### src/rtl/stream_mux_n_to_1_pkg.sv
`default_nettype none
//------------------------------------------------------------------------------
// Module   : stream_mux_n_to_1_pkg
// Brief    : Shared encodings and helpers for the N:1 streaming multiplexer.
// Revision : 1.0 - initial release
//------------------------------------------------------------------------------
package stream_mux_n_to_1_pkg;

    // Selection mode encodings driven on rr_en
    localparam logic MODE_MANUAL = 1'b0;
    localparam logic MODE_RR     = 1'b1;

    // Packet-lock FSM states
    typedef enum logic [0:0] {
        ST_IDLE   = 1'b0,
        ST_LOCKED = 1'b1
    } lock_state_e;

    // Channel index reached by stepping 'off' places upward from 'base', modulo n
    function automatic int wrap_add(input int base, input int off, input int n);
        return (base + off) % n;
    endfunction

endpackage : stream_mux_n_to_1_pkg
`default_nettype wire

### src/rtl/stream_mux_n_to_1_arb.sv
`default_nettype none
//------------------------------------------------------------------------------
// Module   : rr_arbiter_n
// Brief    : Combinational round-robin arbiter; searches upward from ptr+1.
// Revision : 1.0 - initial release
//------------------------------------------------------------------------------
module rr_arbiter_n
    import stream_mux_n_to_1_pkg::*;
#(
    parameter  int NUM_CH = 4,
    localparam int SEL_W  = $clog2(NUM_CH)
) (
    input  logic [NUM_CH-1:0] req,
    input  logic [SEL_W-1:0]  ptr,
    output logic [SEL_W-1:0]  grant,
    output logic              grant_valid
);

    logic [SEL_W-1:0] idx;

    always_comb begin
        grant       = '0;
        grant_valid = 1'b0;
        idx         = '0;
        // k = NUM_CH revisits ptr itself, so the last winner is lowest priority
        for (int k = 1; k <= NUM_CH; k++) begin
            idx = SEL_W'(wrap_add(int'(ptr), k, NUM_CH));
            if (!grant_valid && req[idx]) begin
                grant       = idx;
                grant_valid = 1'b1;
            end
        end
    end

endmodule : rr_arbiter_n
`default_nettype wire

### src/rtl/stream_mux_n_to_1.sv
`default_nettype none
//------------------------------------------------------------------------------
// Module   : stream_mux_n_to_1
// Brief    : N:1 handshaked stream mux, manual or round-robin select, one-cycle
//            registered output. Optional packet lock: STREAM_MUX_LOCK_EN.
// Revision : 1.0 - initial release
//------------------------------------------------------------------------------
module stream_mux_n_to_1
    import stream_mux_n_to_1_pkg::*;
#(
    parameter  int NUM_CH = 4,
    parameter  int DATA_W = 8,
    localparam int SEL_W  = $clog2(NUM_CH)
) (
    input  logic                     clk,
    input  logic                     rst,
    input  logic [NUM_CH*DATA_W-1:0] in_data,
    input  logic [NUM_CH-1:0]        in_valid,
    output logic [NUM_CH-1:0]        in_ready,
`ifdef STREAM_MUX_LOCK_EN
    input  logic [NUM_CH-1:0]        in_last,
    output logic                     out_last,
`endif
    input  logic [SEL_W-1:0]         sel,
    input  logic                     rr_en,
    output logic [DATA_W-1:0]        out_data,
    output logic [SEL_W-1:0]         out_ch,
    output logic                     out_valid,
    input  logic                     out_ready
);

    localparam logic [SEL_W-1:0] C_PTR_RST = SEL_W'(NUM_CH - 1);

    logic              load_en;
    logic              xfer;
    logic [SEL_W-1:0]  grant;
    logic              grant_valid;
    logic [SEL_W-1:0]  arb_grant;
    logic              arb_valid;
    logic [DATA_W-1:0] grant_data;
    logic              grant_req;

    logic              out_valid_q, out_valid_d;
    logic [DATA_W-1:0] out_data_q,  out_data_d;
    logic [SEL_W-1:0]  out_ch_q,    out_ch_d;
    logic [SEL_W-1:0]  rr_ptr_q,    rr_ptr_d;

`ifdef STREAM_MUX_LOCK_EN
    lock_state_e       state_q, state_d;
    logic [SEL_W-1:0]  lk_ch_q, lk_ch_d;
    logic              out_last_q, out_last_d;
    logic              grant_last;
`endif

    rr_arbiter_n #(
        .NUM_CH      (NUM_CH)
    ) u_arb (
        .req         (in_valid),
        .ptr         (rr_ptr_q),
        .grant       (arb_grant),
        .grant_valid (arb_valid)
    );

    always_comb begin
        grant       = sel;
        grant_valid = (32'(sel) < NUM_CH);
        if (rr_en == MODE_RR) begin
            grant       = arb_grant;
            grant_valid = arb_valid;
        end
`ifdef STREAM_MUX_LOCK_EN
        // Mid-packet: stay on the locked channel regardless of mode or requests
        if (state_q == ST_LOCKED) begin
            grant       = lk_ch_q;
            grant_valid = 1'b1;
        end
`endif
    end

    // Index by compare so an out-of-range grant never reads past the bus
    always_comb begin
        grant_data = '0;
        grant_req  = 1'b0;
`ifdef STREAM_MUX_LOCK_EN
        grant_last = 1'b0;
`endif
        for (int i = 0; i < NUM_CH; i++) begin
            if (grant == SEL_W'(i)) begin
                grant_data = in_data[i*DATA_W +: DATA_W];
                grant_req  = in_valid[i];
`ifdef STREAM_MUX_LOCK_EN
                grant_last = in_last[i];
`endif
            end
        end
    end

    assign load_en = !out_valid_q || out_ready;
    assign xfer    = !rst && load_en && grant_valid && grant_req;

    for (genvar i = 0; i < NUM_CH; i++) begin : g_ready
        assign in_ready[i] = !rst && load_en && grant_valid && (grant == SEL_W'(i));
    end

    always_comb begin
        out_valid_d = out_valid_q;
        out_data_d  = out_data_q;
        out_ch_d    = out_ch_q;
        rr_ptr_d    = rr_ptr_q;
        if (load_en) begin
            out_valid_d = xfer;
        end
        if (xfer) begin
            out_data_d = grant_data;
            out_ch_d   = grant;
            if (rr_en == MODE_RR) begin
                rr_ptr_d = grant;
            end
        end
    end

    always_ff @(posedge clk) begin
        if (rst) begin
            out_valid_q <= 1'b0;
            out_data_q  <= '0;
            out_ch_q    <= '0;
            rr_ptr_q    <= C_PTR_RST;
        end else begin
            out_valid_q <= out_valid_d;
            out_data_q  <= out_data_d;
            out_ch_q    <= out_ch_d;
            rr_ptr_q    <= rr_ptr_d;
        end
    end

`ifdef STREAM_MUX_LOCK_EN
    always_comb begin
        state_d    = state_q;
        lk_ch_d    = lk_ch_q;
        out_last_d = out_last_q;
        if (xfer) begin
            out_last_d = grant_last;
        end
        case (state_q)
            ST_IDLE: begin
                if (xfer && !grant_last) begin
                    state_d = ST_LOCKED;
                    lk_ch_d = grant;
                end
            end
            ST_LOCKED: begin
                if (xfer && grant_last) begin
                    state_d = ST_IDLE;
                end
            end
            default: state_d = ST_IDLE;
        endcase
    end

    always_ff @(posedge clk) begin
        if (rst) begin
            state_q    <= ST_IDLE;
            lk_ch_q    <= '0;
            out_last_q <= 1'b0;
        end else begin
            state_q    <= state_d;
            lk_ch_q    <= lk_ch_d;
            out_last_q <= out_last_d;
        end
    end

    assign out_last = out_last_q;
`endif

    assign out_valid = out_valid_q;
    assign out_data  = out_data_q;
    assign out_ch    = out_ch_q;

endmodule : stream_mux_n_to_1
`default_nettype wire

### config.mk
export PLATFORM = sky130hd
export DESIGN_NAME = stream_mux_n_to_1
export DESIGN_NICKNAME = d
export VERILOG_FILES = /design/src/rtl/stream_mux_n_to_1_pkg.sv /design/src/rtl/stream_mux_n_to_1_arb.sv /design/src/rtl/stream_mux_n_to_1.sv
export SDC_FILE = /design/constraint.sdc
export NUM_CORES = 1
export LEC_CHECK = 0
export ABC_CLOCK_PERIOD_IN_PS = 4150
export BUFFER_PORTS_ARGS = -buffer_cell sky130_fd_sc_hd__buf_2
export CAP_MARGIN = 20
export CELL_PAD_IN_SITES_DETAIL_PLACEMENT = 1
export CELL_PAD_IN_SITES_GLOBAL_PLACEMENT = 2
export CORE_MARGIN = 2
export CORE_UTILIZATION = 25
export DETAILED_ROUTE_END_ITERATION = 7
export PLACE_DENSITY_LB_ADDON = 0.15
export SYNTH_ARGS = -nofsm -noshare
export SYNTH_HDL_FRONTEND = slang
export SYNTH_SLANG_ARGS = --single-unit
### constraint.sdc
create_clock -name clk -period 4.15 [get_ports clk]
set_clock_uncertainty 0.1 [all_clocks]
set_input_delay 0.83 -clock clk [delete_from_list [all_inputs] [get_ports clk]]
set_output_delay 0.83 -clock clk [all_outputs]
set_load 0.005 [all_outputs]
==> results_tabular.tex <==
\begin{tabular}{lr}
\hline
Metric & Value \\
\hline
\multicolumn{2}{l}{\textbf{Logic synthesis}} \\
Cell count after synthesis & 113 \\
Post-synthesis cell area & approximately 1000 sq um \\
Number of warnings printed during yosys synthesis & 0 \\
Sequential cell area fraction in the yosys report & between 20\% and 30\% \\
Syn nets & roughly 160 \\
Mapped Avg Cell Area & $\sim$9.3 sq um \\
Number of distinct library cells after synthesis & 37 \\
Number of flip-flops and latches in the synthesized netlist & 13 \\
\multicolumn{2}{l}{\textbf{Place}} \\
Detail Placement HPWL & about 2.8 mm \\
Pre-CTS setup slack & around 0.82 ns \\
Placer congestion estimate & approximately 0.80 \\
Total placed cells including tap cells & 213 \\
Number of I/O port buffers & 56 \\
\multicolumn{2}{l}{\textbf{Critical path}} \\
Critical Setup Path Class & input port to output pin \\
WP data arrival & 2.40 ns \\
CP startpoint kind & input port \\
Worst endpoint required time & roughly 3.2 ns \\
Slowest CP cell & a22o\_1 \\
Reg2Reg Depth & 6 \\
Crit path capture type & output pin \\
Critical Path Most Common Cell & buf\_2 \\
CP cell instances & buf\_2 > o211a\_1 > a31oi\_1 > a22o\_1 > nand2\_1 > nor2\_1 > buf\_2 \\
Worst R2R Start & rr\_ptr\_q[1] \\
Stage delay of the slowest cell on the critical path & around 0.5 ns \\
Endpoint of the most critical register-to-register path & out\_data[6] \\
Setup slack of the most critical reg-to-reg path & approximately 1.8 ns \\
Maximum fanout count along the critical path & 12 \\
\multicolumn{2}{l}{\textbf{Routing}} \\
Count of antenna-violating nets left after detailed routing & 0 \\
Post-detailed-route wirelength per cell & roughly 15 microns \\
DRT Pass-1 Iters & 4 \\
Vias per inst & 5.12 \\
Detailed-route via count & 1112 \\
Post-detailed-routing wire length & 3.35 mm \\
Violation count after the first detailed-routing iteration & 38 \\
Remaining DRCs & 0 \\
\multicolumn{2}{l}{\textbf{STA}} \\
Final number of hold-violating endpoints & 0 \\
Transition time at the pin with the least slew margin & slightly above 0.6 ns \\
Setup TNS Final & 0 ns \\
Slew HR & 59.1\% \\
Final count of pins violating max slew & 0 \\
Worst hold margin & roughly 0.38 ns \\
Setup repair after global routing missed its margin & false \\
Highest Clock Rate & about 300 MHz \\
Minimum clock period & between 3 and 4 ns \\
Post-layout worst setup margin & approximately 0.82 ns \\
Final worst path period share & between 80 and 90\% \\
Final number of setup-violating endpoints & 0 \\
\multicolumn{2}{l}{\textbf{Clocking}} \\
Clock Sinks & 13 \\
Clock network latency to the later pin of the worst-skew pair & approximately 0.24 ns \\
Hold Buf Count CTS & 0 \\
Clock slew at the register clock pins of the worst setup and hold paths & $\sim$0.060 ns \\
Clock tree from TritonCTS & yes \\
Maximum clock path buffer count & 2 \\
H-tree depth & 1 \\
Clock buffers created by TritonCTS & 3 \\
\# resized after CTS & 0 \\
Root Driver & clkbuf\_8 \\
Post-CTS setup repair buffer count & 0 \\
\multicolumn{2}{l}{\textbf{Power and ir drop}} \\
Int Power & between 200 and 300 uW \\
Switching Fraction & about a third \\
Proportion of power drawn by the clock network & roughly 28\% \\
Switch Pwr & 129 uW \\
Maximum resistive drop on vdd & around 0.08 mV \\
Seq pwr share & 35.5\% \\
Overall power of the completed layout & $\sim$400 uW \\
Logic pwr share & a little over a third \\
Power Density & roughly 290 nW/um\^{}2 \\
Leakage power of the design & roughly 0.62 nW \\
\multicolumn{2}{l}{\textbf{Global route}} \\
Total gr overflow & 0 \\
Global-route wire length before repair & approximately 5.6 mm \\
GRT Overall Usage & 15.9\% \\
Pin count of the biggest net entering global routing & 15 \\
Antenna violations before repair & 0 \\
Via count of the first global-routing pass & $\sim$1200 \\
\multicolumn{2}{l}{\textbf{Layout}} \\
Fraction of layout cells with a size suffix above 1 & 43.7\% \\
Number of antenna repair diodes & 0 \\
Top library cells by usage in the layout, fill and taps aside & buf\_2, a21oi\_1, dfxtp\_1 \\
Most common cell after layout, fill and taps aside & buf\_2 \\
Post-route non-filler standard cell count & roughly 220 \\
Area grow syn2layout & 31.0\% \\
Total of fill cells in the finished design & a little over 500 \\
Multi-input logic area & a little over 700 sq um \\
Combined flip-flop and latch cell area & 260 sq um \\
\# nets final & 210 \\
\multicolumn{2}{l}{\textbf{Worst hold path}} \\
Beginning of the worst hold path & out\_data[3] \\
Min-Delay Endpoint & out\_data[3] \\
Hold WC Path Type & flip-flop to flip-flop \\
Instance count along the most critical hold path & 2 \\
\multicolumn{2}{l}{\textbf{Floorplanning}} \\
Die outline area & about 4700 sq um \\
I/O Pins & between 50 and 60 \\
Die Height & slightly below 70 microns \\
Initial cell density of the core & a little over a quarter \\
DIE WIDTH & about 69 microns \\
Placement row count & 23 \\
Placeable Area & roughly 4000 sq um \\
\multicolumn{2}{l}{\textbf{Outcome}} \\
Status & complete, no violations \\
\multicolumn{2}{l}{\textbf{Run}} \\
Max-Cap Viols & 0 \\
\hline
\end{tabular}
==> per-stage QoR <==
stage	cell area (sq um)	util, %
floorplan	1050	-
global placement	1330	33.0
detailed placement	1330	33.0
CTS	1380	34.1
global route	1380	34.1
finish	1380	34.1
==> logic make-up after synthesis <==
family	Yosys count	synth area share, %
flip-flops	13	24.8
buffers and inverters	11	8.10
AND/OR/NAND/NOR	35	17.6
multiplexers	8	17.9
AO/OA/AOI/OAI	46	31.6
==> cell usage after synthesis, drive strengths merged <==
cell	n	share of area [%]
o31a	1	0.83
a32o	1	0.95
dfxtp	13	25
o32a	1	2.1
a31o	1	0.83
o31ai	1	2.0
a211o	1	0.83
a31oi	2	1.2
a21oi	17	8.8
nor2b	1	0.60
o32ai	1	1.5
a21bo	1	0.95
o21ai	12	5.7
a41o	1	0.95
inv	4	1.4
a2111oi	1	0.83
nand3b	1	0.72
nand2	8	2.9
or3	1	0.60
nand3	9	4.3
buf	6	5.7
nor2	5	1.8
mux4	8	18
o211a	1	0.95
nor3	3	2.5
nand2b	5	3.0
a21o	2	1.4
nor3b	1	0.72
and3	1	0.60
a211oi	1	0.72
dlygate4sd3	1	0.95
a22o	1	0.83
==> state kept, by name, summed over array words and instances (netlist names) <==
signal     cells
out_ch         2
out_valid      1
rr_ptr_q       2
out_data       8
==> worst max-delay path, delay by kind of cell <==
family	cells	cell delay [ns]
and+or+nand+nor	2	0.23
buffers and inverters	2	0.26
AOI/OAI and AO/OA	3	1.08
==> metal layers <==
metal | up-vias | share of wire, % | global-route usage (%)
met1 | 531 | 40 | 18.0
met5 | - | 0 | 0
li1 | 549 | - | -
met2 | 28 | 54 | 29.8
met3 | 4 | 4.7 | 2.27
met4 | 0 | 1.5 | 5.64
==> final cells by class <==
cell class	count	share of cell area, %
clock buffers	4	3.28
inverters	4	1.09
multi-input cells	89	51.2
flip-flops and latches	13	18.9
well taps	50	4.55
repair buffers	57	20.9
==> power by group through the flow <==
stage / clock (mW) / combinational, mW / sequential [mW]
2_1_floorplan: 0 / 0.102 / 0.145
3_3_place_gp: 0 / 0.146 / 0.146
3_5_place_dp: 0 / 0.149 / 0.146
4_1_cts: 0.121 / 0.150 / 0.144
5_1_grt: 0.123 / 0.166 / 0.145
6_report: 0.114 / 0.147 / 0.144
==> worst max-delay path by stage <==
stage / from / endpoint / cells past startpoint
detailed placement: in_valid[0] / in_ready[3] / 7
floorplan: in_valid[0] / in_ready[2] / 6
global placement: in_valid[0] / in_ready[2] / 7
global route: in_valid[0] / in_ready[2] / 7
finish: in_valid[0] / in_ready[2] / 7
CTS: in_valid[0] / in_ready[3] / 7
Note: power is estimated with default switching activity, not from simulation.
